## src/rtl/ps2_matrix_kbd.sv

```systemverilog
// PS/2 keyboard front end emulating an 8x8 key matrix plus SS/US/RUS modifiers for the PPI scanner.
// Latency: raw ps2_clk edge -> filtered edge 2+FILTER clk; stop-bit fall T -> code_stb/err at T+1, matrix at T+2.
// Backpressure: none; PS/2 is never held off, bytes are decoded as they arrive and col_n/mod_n are combinational.
//
// Ports:
//   clk, reset_n      system clock, async active-low reset
//   ps2_clk, ps2_dat  raw asynchronous PS/2 lines
//   row_sel           PPI port A, bit r low selects row r
//   col_n             PPI port B, bit c low when a selected row has key c pressed
//   mod_n             PPI port C[7:5], active-low {RUS, US, SS}
//   code, code_stb    last received byte and its one-cycle update strobe
//   err               one-cycle pulse on parity or stop-bit error
module ps2_matrix_kbd #(
    parameter int FILTER  = 8,
    parameter int TIMEOUT = 4000
) (
    input  logic       clk,
    input  logic       reset_n,
    input  logic       ps2_clk,
    input  logic       ps2_dat,
    input  logic [7:0] row_sel,
    output logic [7:0] col_n,
    output logic [2:0] mod_n,
    output logic [7:0] code,
    output logic       code_stb,
    output logic       err
);

    localparam int FW = $clog2(FILTER + 1);
    localparam int TW = $clog2(TIMEOUT + 1);

    typedef enum logic [1:0] {IDLE, DATA, PARITY, STOP} state_t;

    // Modifier flag indices; the two shifts are kept apart so releasing one
    // while the other is held keeps SS asserted.
    localparam int M_LSHIFT = 0;
    localparam int M_RSHIFT = 1;
    localparam int M_CTRL   = 2;
    localparam int M_RUS    = 3;

    // ---------------- input synchronizers and clock filter ----------------
    logic          clk_s1_q, clk_s1_d, clk_s2_q, clk_s2_d;
    logic          dat_s1_q, dat_s1_d, dat_s2_q, dat_s2_d;
    logic          filt_q, filt_d;
    logic [FW-1:0] filt_cnt_q, filt_cnt_d;
    logic          fall_q, fall_d;
    logic          bit_q, bit_d;

    always_comb begin
        clk_s1_d   = ps2_clk;
        clk_s2_d   = clk_s1_q;
        dat_s1_d   = ps2_dat;
        dat_s2_d   = dat_s1_q;
        filt_d     = filt_q;
        filt_cnt_d = '0;
        // Count consecutive samples that disagree with the filtered level;
        // the FILTER-th one flips it, any agreeing sample restarts the count.
        if (clk_s2_q != filt_q) begin
            if (filt_cnt_q == FW'(FILTER - 1)) begin
                filt_d = clk_s2_q;
            end else begin
                filt_cnt_d = filt_cnt_q + FW'(1);
            end
        end
        fall_d = filt_q & ~filt_d;
        bit_d  = dat_s2_q;
    end

    // ---------------- receiver FSM ----------------
    state_t        state_q, state_d;
    logic [2:0]    bit_cnt_q, bit_cnt_d;
    logic [7:0]    shreg_q, shreg_d;
    logic          par_q, par_d;
    logic [TW-1:0] tmo_q, tmo_d;
    logic [7:0]    code_q, code_d;
    logic          code_stb_q, code_stb_d;
    logic          err_q, err_d;

    always_comb begin
        state_d    = state_q;
        bit_cnt_d  = bit_cnt_q;
        shreg_d    = shreg_q;
        par_d      = par_q;
        code_d     = code_q;
        code_stb_d = 1'b0;
        err_d      = 1'b0;

        if (fall_q || state_q == IDLE) begin
            tmo_d = '0;
        end else begin
            tmo_d = tmo_q + TW'(1);
        end

        case (state_q)
            IDLE: begin
                if (fall_q && !bit_q) begin
                    state_d   = DATA;
                    bit_cnt_d = 3'd0;
                end
            end
            DATA: begin
                if (fall_q) begin
                    shreg_d   = {bit_q, shreg_q[7:1]};
                    bit_cnt_d = bit_cnt_q + 3'd1;
                    if (bit_cnt_q == 3'd7) begin
                        state_d = PARITY;
                    end
                end
            end
            PARITY: begin
                if (fall_q) begin
                    par_d   = bit_q;
                    state_d = STOP;
                end
            end
            STOP: begin
                if (fall_q) begin
                    if (bit_q && (^{par_q, shreg_q})) begin
                        code_d     = shreg_q;
                        code_stb_d = 1'b1;
                    end else begin
                        err_d = 1'b1;
                    end
                    state_d = IDLE;
                end
            end
            default: state_d = IDLE;
        endcase

        // Abandoned frame: drop silently, no error pulse.
        if (state_q != IDLE && !fall_q && tmo_q >= TW'(TIMEOUT - 1)) begin
            state_d = IDLE;
            tmo_d   = '0;
        end
    end

    // ---------------- scan-code decoder ----------------
    logic [2:0]      skip_q, skip_d;
    logic            brk_q, brk_d;
    logic            ext_q, ext_d;
    logic [7:0][7:0] matrix_q, matrix_d;   // matrix_q[row][col]
    logic [3:0]      mods_q, mods_d;

    logic            hit_mat, hit_mod;
    logic [2:0]      lk_row, lk_col;
    logic [1:0]      lk_mod;

    // Layout lookup keyed by {ext, byte}.
    always_comb begin
        hit_mat = 1'b0;
        hit_mod = 1'b0;
        lk_row  = 3'd0;
        lk_col  = 3'd0;
        lk_mod  = 2'd0;
        case ({ext_q, code_q})
            9'h01C: begin hit_mat = 1'b1; lk_row = 3'd4; lk_col = 3'd1; end  // A
            9'h05A: begin hit_mat = 1'b1; lk_row = 3'd0; lk_col = 3'd2; end  // Enter
            9'h029: begin hit_mat = 1'b1; lk_row = 3'd7; lk_col = 3'd7; end  // Space
            9'h175: begin hit_mat = 1'b1; lk_row = 3'd0; lk_col = 3'd5; end  // Up
            9'h012: begin hit_mod = 1'b1; lk_mod = 2'(M_LSHIFT); end
            9'h059: begin hit_mod = 1'b1; lk_mod = 2'(M_RSHIFT); end
            9'h014: begin hit_mod = 1'b1; lk_mod = 2'(M_CTRL); end
            9'h114: begin hit_mod = 1'b1; lk_mod = 2'(M_CTRL); end
            9'h058: begin hit_mod = 1'b1; lk_mod = 2'(M_RUS); end
            default: ;
        endcase
    end

    always_comb begin
        skip_d   = skip_q;
        brk_d    = brk_q;
        ext_d    = ext_q;
        matrix_d = matrix_q;
        mods_d   = mods_q;
        if (code_stb_q) begin
            if (skip_q != 3'd0) begin
                skip_d = skip_q - 3'd1;
            end else if (code_q == 8'hE1) begin
                // Pause sends E1 plus 7 more bytes that map to nothing.
                skip_d = 3'd7;
            end else if (code_q == 8'hE0) begin
                ext_d = 1'b1;
            end else if (code_q == 8'hF0) begin
                brk_d = 1'b1;
            end else if (code_q == 8'hAA) begin
                // Self-test pass after keyboard power-up: nothing is held.
                matrix_d = '0;
                mods_d   = '0;
                brk_d    = 1'b0;
                ext_d    = 1'b0;
            end else if (code_q == 8'hFA || code_q == 8'hEE || code_q == 8'hFE ||
                         code_q == 8'h00 || code_q == 8'hFF) begin
                brk_d = 1'b0;
                ext_d = 1'b0;
            end else begin
                if (hit_mat) begin
                    matrix_d[lk_row][lk_col] = ~brk_q;
                end
                if (hit_mod) begin
                    mods_d[lk_mod] = ~brk_q;
                end
                brk_d = 1'b0;
                ext_d = 1'b0;
            end
        end
    end

    // ---------------- state registers ----------------
    always_ff @(posedge clk or negedge reset_n) begin
        if (!reset_n) begin
            clk_s1_q   <= 1'b1;
            clk_s2_q   <= 1'b1;
            dat_s1_q   <= 1'b1;
            dat_s2_q   <= 1'b1;
            filt_q     <= 1'b1;
            filt_cnt_q <= '0;
            fall_q     <= 1'b0;
            bit_q      <= 1'b1;
            state_q    <= IDLE;
            bit_cnt_q  <= 3'd0;
            shreg_q    <= 8'h00;
            par_q      <= 1'b0;
            tmo_q      <= '0;
            code_q     <= 8'h00;
            code_stb_q <= 1'b0;
            err_q      <= 1'b0;
            skip_q     <= 3'd0;
            brk_q      <= 1'b0;
            ext_q      <= 1'b0;
            matrix_q   <= '0;
            mods_q     <= 4'h0;
        end else begin
            clk_s1_q   <= clk_s1_d;
            clk_s2_q   <= clk_s2_d;
            dat_s1_q   <= dat_s1_d;
            dat_s2_q   <= dat_s2_d;
            filt_q     <= filt_d;
            filt_cnt_q <= filt_cnt_d;
            fall_q     <= fall_d;
            bit_q      <= bit_d;
            state_q    <= state_d;
            bit_cnt_q  <= bit_cnt_d;
            shreg_q    <= shreg_d;
            par_q      <= par_d;
            tmo_q      <= tmo_d;
            code_q     <= code_d;
            code_stb_q <= code_stb_d;
            err_q      <= err_d;
            skip_q     <= skip_d;
            brk_q      <= brk_d;
            ext_q      <= ext_d;
            matrix_q   <= matrix_d;
            mods_q     <= mods_d;
        end
    end

    // ---------------- outputs ----------------
    // The PPI samples port B without reference to clk, so the column read
    // stays combinational from row_sel.
    always_comb begin
        col_n = 8'hFF;
        for (int r = 0; r < 8; r++) begin
            if (!row_sel[r]) begin
                col_n = col_n & ~matrix_q[r];
            end
        end
    end

    assign mod_n    = ~{mods_q[M_RUS], mods_q[M_CTRL], mods_q[M_LSHIFT] | mods_q[M_RSHIFT]};
    assign code     = code_q;
    assign code_stb = code_stb_q;
    assign err      = err_q;

endmodule

```

## config.mk

```make
export PLATFORM = sky130hd
export DESIGN_NAME = ps2_matrix_kbd
export DESIGN_NICKNAME = d
export VERILOG_FILES = /design/src/rtl/ps2_matrix_kbd.sv
export SDC_FILE = /design/constraint.sdc
export NUM_CORES = 1
export LEC_CHECK = 0
export CORE_MARGIN = 1.5
export CORE_UTILIZATION = 50
export DETAILED_ROUTE_END_ITERATION = 10
export PLACE_DENSITY = 0.7
export SKIP_LAST_GASP = 1
export SYNTH_ARGS = -nofsm -noshare
export SYNTH_HDL_FRONTEND = slang
export SYNTH_SLANG_ARGS = --single-unit
```

## constraint.sdc

```tcl
create_clock -name clk -period 3.6 [get_ports clk]
set_input_delay 1.08 -clock clk [delete_from_list [all_inputs] [get_ports clk]]
set_output_delay 1.08 -clock clk [all_outputs]
set_load 0.005 [all_outputs]
```

==> flow_summary.ini <==
[sta]
slew_headroom_pct = 59.7
fin_skew_ns = 0.0108
fmax_mhz = 297
period_share_pct = 93.6
worstMarginPinSlew_ns = 0.596
min_period_ns = 3.37
final.setup.tns_ns = 0
finalSetupViolCount = 0
hold_viol = 0
maxSlewViolCount = 0
rsz0062_at_grt = false
setup_ws_ns = 0.230

[worst_setup_path]
rr_endpoint = mods_q[2]
worst_setup_path_end_kind = output port
r2r_cells = 7
critPathLaunchType = primary input
cp.required_ns = 2.52
r2r_slack_ns = 1.28
crit_fanout = 8
crit_chain = clkdlybuf4s50_1 > buf_4 > o22ai_1 > a221oi_1 > dlygate4sd2_1
max_stage_delay_ns = 0.46
r2r_start = skip_q[0]
slowest_stage = clkdlybuf4s50_1
path_class = in2out
crit_arrival_ns = 2.29

[placed_design]
dp_hpwl_mm = 4.68
dp.cells = 486
numPortBuffers = 28
gp_congestion = 0.782
pre_cts_slack_ns = -0.143
dpl_cell_area_um2 = 4430

[die]
die_area_um2 = 8600
core-area_um2 = 7770
die_h_um = 92.7
io_pins = 33
start_util_pct = 51.8
die_w_um = 92.7
rows = 32

[routing]
first_pass_iters = 4
routed-via-count = 2747
wl_per_cell_um = 14.1
drt_iter0_markers = 130
ant_nets = 0
drc = 0
routed_via_density = 5.47
wl_mm = 7.08

[clock_network]
cts_tree = yes
clk_pin_slew_ns = 0.08
cts_num_sinks = 88
insertion_delay_ns = 0.34
cts_buffers = 9
htree_levels = 3
clockRootBuffer = clkbuf_8
cts_buffer_depth = 2

[layout]
drive_gt1_share_pct = 13.0
fin_nets = 417
utilization_pct = 59.6
fill_cells = 669
instances_no_fill = 502
area_growth_pct = 15.1
diodes = 0
stdcell_area_um2 = 4630

[yosys]
syn_area_per_cell_um2 = 11.1
async_reset_ff_share_pct = 100
ys.warnings.count = 0
netlist_area_um2 = 4020
synth_nets = 384
synth_seq_area_share_pct = 54.9
synth_edf_count = 0
ys_seq_elements = 88
synthCells = 362
post_synth_num_cell_types = 54
ys.flop_type = dfrtp_1

[power]
switching_power_uw = 511
pwr_density_cell_nw_per_um2 = 436
p_int_mw = 1.51
p_leak_nw = 2.09
p_clk_share_pct = 33.8
peakVddDrop_mv = 0.265
combPwrFrac_pct = 12.2
pwr-share-seq_pct = 54.0
p_sw_share_pct = 25.3

[global_route]
grt_overflow = 0
grt_pass1_vias = 2663
grtUsageTotal_pct = 18.3
antenna_found_initial = 0
grt_max_degree = 89
grt_pass1_wl_mm = 12.3

[min_path]
hp-start = dat_s1_q
hold_path_end = bit_d
worstHoldPathType = reg2reg
min_path_cells = 0

[flow_run]
drv_cap = 0

[status]
status = finished clean
## cell usage after synthesis, types with 2 or more instances
cell type  number  share of area, %
a21oi_1        21               2.6
a221oi_1        8               1.7
a22o_1          2              0.44
a31oi_1         4              0.62
a32o_1          4               1.0
and2_1         16               2.5
and3_1          3              0.47
and4_1          3              0.65
buf_2           3              0.37
buf_4           2              0.37
clkbuf_1        7              0.65
dfrtp_1        82                51
dfstp_2         6               3.9
ha_1           10               3.1
inv_1          28               2.6
mux2_2         18               5.0
nand2_1        20               1.9
nand2b_1        6              0.93
nand3_1         8               1.0
nand3b_1        2              0.37
nor2_1         27               2.5
nor3_1          5              0.62
nor3b_1         2              0.37
nor4_1          5              0.78
nor4b_1         2              0.44
o21ai_0         9               1.1
o21bai_1        3              0.56
o22ai_1         9               1.4
o31ai_1         3              0.56
o41ai_1         2              0.44
or3_1           4              0.62
or4bb_1         2              0.56
xnor2_1         9               2.0
xor2_1          7               1.5
## worst max-delay path by stage
| stage | startpoint | end | slack, ns |
|---|---|---|---|
| final | row_sel[0] | col_n[1] | 0.23 |
| after global routing | row_sel[3] | col_n[2] | 0.13 |
| after CTS | row_sel[0] | col_n[7] | -0.05 |
| after detailed placement | row_sel[0] | col_n[7] | -0.14 |
| after global placement | row_sel[0] | col_n[7] | -0.13 |
| after floorplan | row_sel[3] | col_n[2] | 0.85 |
## through the flow
| stage | hold slack (ns) | power, mW |
|---|---|---|
| 5_1_grt | 0.362 | 2.13 |
| 6_report | 0.358 | 2.02 |
| 3_3_place_gp | 0.346 | 1.34 |
| 2_1_floorplan | 0.345 | 1.28 |
| 3_5_place_dp | 0.347 | 1.36 |
| 4_1_cts | 0.360 | 2.05 |
## flip-flops by register name, indices dropped and copies added (netlist names), 2 cells and up
signal and flops:
matrix_q 32, tmo_q 12, code 8, shreg_q 8
filt_cnt_q 4, mods_q 4, bit_cnt_q 3, skip_q 3
state_q 2
## worst max-delay path: cells and delay by family
family | cells | cell delay, ns
buf+inv | 3 | 0.90
compound gates | 2 | 0.30
## layer usage
layer  global-route usage (%)  wire, um
met4                     6.69        44
met3                     4.27       143
met1                     24.4      3450
met2                     29.2      3430
met5                        0         0
## power by group through the flow
stage                     Sequential [mW]  Combinational [mW]  Clock (mW)
after floorplan                      1.10               0.181           0
after global placement               1.10               0.238           0
after detailed placement             1.11               0.250           0
after CTS                            1.09               0.249       0.708
after global routing                 1.10               0.286       0.745
final                                1.09               0.246       0.683
## final cells by class
class                   count  area [um^2]  share of cell area (%)
repair buffers             35          337                    7.26
clock buffers              14          163                    3.51
inverters                  28          105                    2.27
flip-flops and latches     88         2210                    47.7
clock inverters             2         37.5                   0.810
multi-input cells         233         1650                    35.7
well taps                 102          128                    2.75
## cell usage in the layout, fill, tap and decap left out, drive strengths merged, types with 3 or more instances in the layout
cell            n
mux2           19
nor2           27
o21bai          3
dfrtp          82
a31oi           5
nand3           8
or3             4
nand2          20
dfstp           6
nor3            5
a21oi          21
clkdlybuf4s50  19
xor2            7
o22ai           9
clkbuf         14
a221oi          8
xnor2          10
o21ai           9
o31ai           3
and2           16
and4            3
a32o            4
dlygate4sd2     7
ha             10
nand2b          6
inv            28
nor4            5
and3            3
buf             8
## cell families (layout without fill, tap and decap cells)
kind of cell | Yosys count | after routing | share of synthesized area [%]
adder cells (fa/ha/maj) | 10 | 10 | 3.11
AO/OA/AOI/OAI | 73 | 73 | 12.3
AND/OR/NAND/NOR | 112 | 112 | 15.5
multiplexers | 20 | 20 | 5.57
flip-flops | 88 | 88 | 54.9
buffers and inverters | 41 | 79 | 4.14
XOR/XNOR | 18 | 18 | 4.45
## what timing repair did
item                                    CTS  global route
buffers inserted                          0             0
hold buffers                              0             0
pin swaps                                 0             0
gates resized for setup                   9             1
endpoints found under the setup margin    8             1
(Power assumes the default switching activity.)
